--- src/rtl/multicycle_control.sv ---
// Multicycle MIPS-style control FSM: fetch/decode/exec/mem/wb sequencing.
// Optional IMM_EXT_EN macro adds addi/andi/ori immediate instructions.
module multicycle_control #(
    parameter int ALU_OP_W = 2,
    parameter int CNT_W    = 16
) (
    input  logic                clk,
    input  logic                rst_n,
    input  logic                start,
    input  logic [5:0]          opcode,
    output logic                reg_dst,
    output logic                memto_reg,
    output logic                jump,
    output logic                branch,
    output logic                mem_read,
    output logic                mem_write,
    output logic                alu_src,
    output logic                reg_write,
    output logic                sign_or_zero,
    output logic [ALU_OP_W-1:0] alu_op,
    output logic                ir_write,
    output logic                pc_write,
    output logic                iord,
    output logic                busy,
    output logic                done,
    output logic                illegal,
    output logic [CNT_W-1:0]    instr_count
);

    typedef enum logic [2:0] {
        S_IDLE, S_FETCH, S_DECODE, S_EXEC, S_MEM, S_WB
    } state_t;

    localparam logic [5:0] OP_R    = 6'b000000;
    localparam logic [5:0] OP_LW   = 6'b100011;
    localparam logic [5:0] OP_SW   = 6'b101011;
    localparam logic [5:0] OP_BEQ  = 6'b000100;
    localparam logic [5:0] OP_J    = 6'b000010;
    localparam logic [5:0] OP_ADDI = 6'b001000;
    localparam logic [5:0] OP_ANDI = 6'b001100;
    localparam logic [5:0] OP_ORI  = 6'b001101;

    state_t     state, nxt;
    logic [5:0] op_q;
    logic [1:0] alu2;
    logic       in_legal;
    logic       in_imm;
    logic       op_r, op_lw, op_sw, op_beq, op_j, op_imm, op_addi;

`ifdef IMM_EXT_EN
    assign in_imm  = (opcode == OP_ADDI) || (opcode == OP_ANDI) ||
                     (opcode == OP_ORI);
    assign op_imm  = (op_q == OP_ADDI) || (op_q == OP_ANDI) ||
                     (op_q == OP_ORI);
`else
    assign in_imm  = 1'b0;
    assign op_imm  = 1'b0;
`endif

    assign in_legal = (opcode == OP_R) || (opcode == OP_LW) ||
                      (opcode == OP_SW) || (opcode == OP_BEQ) ||
                      (opcode == OP_J) || in_imm;

    assign op_r    = (op_q == OP_R);
    assign op_lw   = (op_q == OP_LW);
    assign op_sw   = (op_q == OP_SW);
    assign op_beq  = (op_q == OP_BEQ);
    assign op_j    = (op_q == OP_J);
    assign op_addi = (op_q == OP_ADDI);

    always_ff @(posedge clk or negedge rst_n) begin
        if (!rst_n) begin
            state       <= S_IDLE;
            op_q        <= '0;
            instr_count <= '0;
        end else begin
            state <= nxt;
            if (state == S_DECODE)
                op_q <= opcode;
            if (done && !illegal)
                instr_count <= instr_count + CNT_W'(1);
        end
    end

    always_comb begin
        nxt          = state;
        reg_dst      = 1'b0;
        memto_reg    = 1'b0;
        jump         = 1'b0;
        branch       = 1'b0;
        mem_read     = 1'b0;
        mem_write    = 1'b0;
        alu_src      = 1'b0;
        reg_write    = 1'b0;
        sign_or_zero = 1'b1;
        alu2         = 2'b00;
        ir_write     = 1'b0;
        pc_write     = 1'b0;
        iord         = 1'b0;
        busy         = (state != S_IDLE);
        done         = 1'b0;
        illegal      = 1'b0;
        unique case (state)
            S_IDLE: begin
                if (start)
                    nxt = S_FETCH;
            end
            S_FETCH: begin
                mem_read = 1'b1;
                ir_write = 1'b1;
                pc_write = 1'b1;
                nxt      = S_DECODE;
            end
            S_DECODE: begin
                if (in_legal) begin
                    nxt = S_EXEC;
                end else begin
                    illegal = 1'b1;
                    done    = 1'b1;
                    nxt     = S_IDLE;
                end
            end
            S_EXEC: begin
                unique case (1'b1)
                    op_r: nxt = S_WB;
                    op_lw, op_sw: begin
                        alu_src = 1'b1;
                        alu2    = 2'b11;
                        nxt     = S_MEM;
                    end
                    op_beq: begin
                        alu2   = 2'b01;
                        branch = 1'b1;
                        done   = 1'b1;
                    end
                    op_j: begin
                        jump     = 1'b1;
                        pc_write = 1'b1;
                        done     = 1'b1;
                    end
                    op_imm: begin
                        alu_src      = 1'b1;
                        alu2         = 2'b10;
                        sign_or_zero = op_addi;
                        nxt          = S_WB;
                    end
                    default: nxt = S_IDLE;
                endcase
            end
            S_MEM: begin
                iord    = 1'b1;
                alu_src = 1'b1;
                alu2    = 2'b11;
                unique case (1'b1)
                    op_lw: begin
                        mem_read = 1'b1;
                        nxt      = S_WB;
                    end
                    op_sw: begin
                        mem_write = 1'b1;
                        done      = 1'b1;
                    end
                    default: nxt = S_IDLE;
                endcase
            end
            S_WB: begin
                reg_write = 1'b1;
                done      = 1'b1;
                unique case (1'b1)
                    op_r:  reg_dst   = 1'b1;
                    op_lw: memto_reg = 1'b1;
                    op_imm: begin
                        alu_src      = 1'b1;
                        alu2         = 2'b10;
                        sign_or_zero = op_addi;
                    end
                    default: begin
                        reg_write = 1'b0;
                        done      = 1'b0;
                        nxt       = S_IDLE;
                    end
                endcase
            end
            default: nxt = S_IDLE;
        endcase
        // legal completion chains straight into the next fetch when requested
        if (done && !illegal)
            nxt = start ? S_FETCH : S_IDLE;
    end

    assign alu_op = ALU_OP_W'(alu2);

endmodule

--- config.mk ---
export PLATFORM = sky130hd
export DESIGN_NAME = multicycle_control
export DESIGN_NICKNAME = d
export VERILOG_FILES = /design/src/rtl/multicycle_control.sv
export SDC_FILE = /design/constraint.sdc
export NUM_CORES = 1
export LEC_CHECK = 0
export CAP_MARGIN = 20
export CORE_UTILIZATION = 50
export CTS_BUF_LIST = sky130_fd_sc_hd__clkbuf_4 sky130_fd_sc_hd__clkbuf_8 sky130_fd_sc_hd__clkbuf_16
export DETAILED_ROUTE_END_ITERATION = 7
export HOLD_SLACK_MARGIN = 0.12
export PLACE_DENSITY = 0.84
export SLEW_MARGIN = 30
export SYNTH_ARGS = -nofsm -noshare
export SYNTH_HDL_FRONTEND = slang
export SYNTH_SLANG_ARGS = --single-unit
--- constraint.sdc ---
create_clock -name clk -period 6 [get_ports clk]
set_clock_uncertainty 0.2 [all_clocks]
set_input_delay 0.6 -clock clk [delete_from_list [all_inputs] [get_ports clk]]
set_output_delay 0.6 -clock clk [all_outputs]
set_load 0.1 [all_outputs]
==> impl_summary.log <==
[metrics] result of the run: complete, no violations
[metrics] routed length per placed instance: 16.1 um
[metrics] global-route total usage across every layer: 0.227
[metrics] remaining global-route overflow: 0
[metrics] total DRC errors in the routed layout: 0
[metrics] static leakage power: 0.807 nW
[metrics] unrepaired setup endpoints after global routing: false
[metrics] total negative slack for setup checks: 0 ps
[metrics] CTS H-tree depth: 1
[metrics] ratio of total power to cell area: 395 nW/um2
[metrics] first-pass iteration count of the detailed router: 4
[metrics] critical path endpoint category: primary output
[metrics] maximum resistive drop on vdd: 0.397 mV
[metrics] num ports: 42
[metrics] endpoint arrival time on the critical path: 3150 ps
[metrics] critical path peak fanout: 14
[metrics] switching part of the total power: 0.537
[metrics] layout cells sized above 1: 0.119
[metrics] hold wc startpoint: instr_count[15]
[metrics] maximum number of pins on one net before global-route repair: 26
[metrics] register-to-register setup slack: 3700 ps
[metrics] transition time at the pin with the least slew margin: 984 ps
[metrics] post-synthesis register bit count: 25
[metrics] worst slew margin relative to its limit: 0.342
[metrics] share of total power in sequential cells: 0.362
[metrics] post-route minimum period: 3950 ps
[metrics] endpoint of the worst setup timing path: done
[metrics] NetSw: 0.392 mW
[metrics] number of different library cells in the post-synthesis netlist: 43
[metrics] CP Launch Type: flip-flop
[metrics] Post-Syn Area per Cell: 10.1 um2
[metrics] cell area after layout: 1850 um2
[metrics] via count of the first global-routing pass: 1200
[metrics] number of cells traversed by the worst register-to-register path: 5
[metrics] Gates resized, CTS repair: 0
[metrics] part of the power in combinational logic: 0.532
[metrics] reg2reg start: state[0]
[metrics] clock input transition at the sequential cells of the worst setup and hold paths: 140 ps
[metrics] launch point of the critical path: state[0]
[metrics] type of the tightest min-delay check: reg -> reg
[metrics] number of antenna violations at the first check in global routing: 0
[metrics] number of buffers between clock root and the deepest sink: 2
[metrics] RR Endpoint: instr_count[15]
[metrics] initial cell density of the core: 0.550
[metrics] Worst-Skew Late Latency: 320 ps
[metrics] number of routed nets with antenna violations: 0
[metrics] Area Overhead vs Synth: 30.0%
[metrics] Clk Tree Root Cell: sky130_fd_sc_hd__clkbuf_4
[metrics] CTS tree: built
[metrics] count of final hold-check violations: 0
[metrics] global-route wire length before repair: 5620 um
[metrics] iteration-0 DRC count of the detailed router: 13
[metrics] RePlAce Congestion: 0.776
[metrics] cell-internal power: 0.338 mW
[metrics] count of maximum capacitance violations: 0
[metrics] Inserted Diodes: 0
[metrics] Final Cycle Share: 0.659
[metrics] number of port buffers: 40
[metrics] area of the die: 3070 um2
[metrics] placed wire-length estimate after detailed placement: 2450 um
[metrics] synthesized instance count: 141
[metrics] number of max-slew violations in the final report: 0
[metrics] Highest Clock Rate: 0.253 GHz
[metrics] Via density: 5.66
[metrics] cells taking the most area after synthesis: sky130_fd_sc_hd__dfrtp_1 (44%), sky130_fd_sc_hd__xor2_1 (5.5%), sky130_fd_sc_hd__xnor2_1 (4.3%)
[metrics] Die Wd: 55.4 um
[metrics] total core area: 2590 um2
[metrics] Final Routed Wirelength: 3330 um
[metrics] sequential-to-total area share from yosys stat: 0.439
[metrics] clock buffers created by TritonCTS: 3
[metrics] largest area contributor in the netlist: sky130_fd_sc_hd__dfrtp_1
[metrics] proportion of netlist area held by the largest area contributor: 0.439
[metrics] path type of the worst setup path: reg -> out
[metrics] clk sink count: 25
[metrics] Cell Area, Placed: 1810 um2
[metrics] Die Span Y: 55.4 um
[metrics] Clock power frac: 0.106
[metrics] row count: 18
[metrics] count of yosys warnings during synthesis: 0
[metrics] setup-violating endpoint count in the final report: 0
[metrics] data required time of the critical path: 5200 ps
[metrics] Net Count, Synth: 151
[metrics] number of fill cells: 213
[metrics] total number of vias: 1171
[metrics] Netlist Area Pre-Place: 1420 um2
[metrics] NumNets Final: 188
flip-flops by register name, summed over array words and instances, names as in the netlist:
register     cells
instr_count     16
op_q             6
state            3
placed cells by master, fill, tap and decap left out, types with 2 or more instances in the layout:
| cell type | instances |
|---|---|
| sky130_fd_sc_hd__nand2_1 | 13 |
| sky130_fd_sc_hd__clkbuf_4 | 3 |
| sky130_fd_sc_hd__nand4b_1 | 2 |
| sky130_fd_sc_hd__dfrtp_1 | 25 |
| sky130_fd_sc_hd__xor2_1 | 9 |
| sky130_fd_sc_hd__nand2b_1 | 2 |
| sky130_fd_sc_hd__nor4_1 | 5 |
| sky130_fd_sc_hd__inv_1 | 3 |
| sky130_fd_sc_hd__nor2_1 | 6 |
| sky130_fd_sc_hd__mux2_2 | 5 |
| sky130_fd_sc_hd__nand3_1 | 8 |
| sky130_fd_sc_hd__clkdlybuf4s50_1 | 39 |
| sky130_fd_sc_hd__or2_2 | 2 |
| sky130_fd_sc_hd__and3_1 | 4 |
| sky130_fd_sc_hd__or3_1 | 4 |
| sky130_fd_sc_hd__nor3_1 | 4 |
| sky130_fd_sc_hd__a21oi_1 | 3 |
| sky130_fd_sc_hd__nand3b_1 | 3 |
| sky130_fd_sc_hd__xnor2_1 | 7 |
| sky130_fd_sc_hd__o21ai_0 | 5 |
power by group through the flow:
stage	Sequential [mW]	Clock (mW)	Combinational (mW)
5_1_grt	0.272	0.0843	0.409
2_1_floorplan	0.251	0	0.319
3_5_place_dp	0.267	0	0.386
4_1_cts	0.263	0.0767	0.388
3_3_place_gp	0.260	0	0.380
6_report	0.265	0.0773	0.389
worst max-delay path: stages, from the launching register on:
cell and delay [ps]:
sky130_fd_sc_hd__dfrtp_1 520, sky130_fd_sc_hd__or3b_4 480, sky130_fd_sc_hd__nor4_4 340, sky130_fd_sc_hd__a211oi_4 150
sky130_fd_sc_hd__or2b_1 200, sky130_fd_sc_hd__clkdlybuf4s50_1 1130
Yosys cell counts:
| master | n |
|---|---|
| sky130_fd_sc_hd__nor3_1 | 4 |
| sky130_fd_sc_hd__nand4_1 | 1 |
| sky130_fd_sc_hd__and4_1 | 1 |
| sky130_fd_sc_hd__a31oi_1 | 1 |
| sky130_fd_sc_hd__nor3b_2 | 1 |
| sky130_fd_sc_hd__or3_1 | 4 |
| sky130_fd_sc_hd__nor2_1 | 6 |
| sky130_fd_sc_hd__or3b_2 | 1 |
| sky130_fd_sc_hd__nand2b_1 | 2 |
| sky130_fd_sc_hd__a21oi_1 | 3 |
| sky130_fd_sc_hd__o21ai_0 | 5 |
| sky130_fd_sc_hd__o31ai_1 | 1 |
| sky130_fd_sc_hd__and3_1 | 4 |
| sky130_fd_sc_hd__nand2_1 | 13 |
| sky130_fd_sc_hd__buf_6 | 2 |
| sky130_fd_sc_hd__ha_1 | 1 |
| sky130_fd_sc_hd__and3b_1 | 1 |
| sky130_fd_sc_hd__xor2_1 | 9 |
| sky130_fd_sc_hd__nor4b_1 | 1 |
| sky130_fd_sc_hd__nor2b_1 | 1 |
| sky130_fd_sc_hd__and4bb_2 | 1 |
| sky130_fd_sc_hd__a211o_1 | 1 |
| sky130_fd_sc_hd__a2111o_1 | 1 |
| sky130_fd_sc_hd__clkbuf_2 | 1 |
| sky130_fd_sc_hd__nand4b_1 | 2 |
| sky130_fd_sc_hd__mux2_2 | 5 |
| sky130_fd_sc_hd__nor4_1 | 5 |
| sky130_fd_sc_hd__nor3_2 | 1 |
| sky130_fd_sc_hd__nand3b_1 | 3 |
| sky130_fd_sc_hd__dfrtp_1 | 25 |
| sky130_fd_sc_hd__or2b_1 | 1 |
| sky130_fd_sc_hd__o311a_1 | 1 |
| sky130_fd_sc_hd__or4_1 | 1 |
| sky130_fd_sc_hd__or3b_4 | 1 |
| sky130_fd_sc_hd__or2_2 | 2 |
| sky130_fd_sc_hd__nor4_4 | 1 |
| sky130_fd_sc_hd__nand3_1 | 8 |
| sky130_fd_sc_hd__inv_1 | 3 |
| sky130_fd_sc_hd__xnor2_1 | 7 |
| sky130_fd_sc_hd__buf_4 | 2 |
| sky130_fd_sc_hd__a211oi_2 | 2 |
| sky130_fd_sc_hd__clkbuf_1 | 4 |
| sky130_fd_sc_hd__conb_1 | 1 |
final cells by class:
class                      instances  area, um2  share of cell area
inverter                           3       11.3             0.00609
clock inverter                     1       5.00             0.00270
tap                               30       37.5              0.0203
timing repair buffer              41        405               0.219
clock buffer                       3       22.5              0.0122
sequential                        25        626               0.338
multi-input combinational        104        743               0.402
routing by layer:
metal | global-route usage | vias to the layer above | part of all wire
met5 | 0 | - | 0
met4 | 0.0679 | 0 | 0.0096
met3 | 0.0328 | 5 | 0.028
met2 | 0.373 | 24 | 0.49
met1 | 0.311 | 573 | 0.48
li1 | - | 569 | -
metrics by stage:
stage | setup slack, ps | hold slack [ps] | util | power, mW | instances
after floorplan | 703 | 104 | - | 0.570 | 141
after global placement | 2260 | 258 | 0.699 | 0.640 | 202
after detailed placement | 2220 | 264 | 0.697 | 0.653 | 202
after CTS | 1870 | 282 | 0.712 | 0.728 | 207
after global routing | 1920 | 307 | 0.714 | 0.765 | 207
final | 2050 | 287 | 0.714 | 0.731 | 207
logic make-up (layout without fill, tap and decap cells):
family	count (synthesis)	count (layout)	synth area share
simple gates	66	66	0.286
flops	25	25	0.439
xor+xnor	16	16	0.0984
fa+ha+maj	1	1	0.00879
compound gates	15	15	0.0764
buf+inv	12	48	0.0483
other cells	1	1	0.00263
mux	5	5	0.0395
worst min-delay path by stage:
stage / to / slack [ps] / cells past startpoint
5_1_grt: instr_count[15] / 310 / 1
6_report: instr_count[15] / 290 / 1
3_5_place_dp: instr_count[15] / 260 / 1
3_3_place_gp: instr_count[15] / 260 / 1
2_1_floorplan: instr_count[0] / 100 / 0
4_1_cts: instr_count[15] / 280 / 1
repair_timing:
action / 4_1_cts / 5_1_grt
hold endpoints to repair: 25 / 0
hold buffers: 1 / 0
setup buffers: 0 / 0
(Power assumes the default switching activity.)
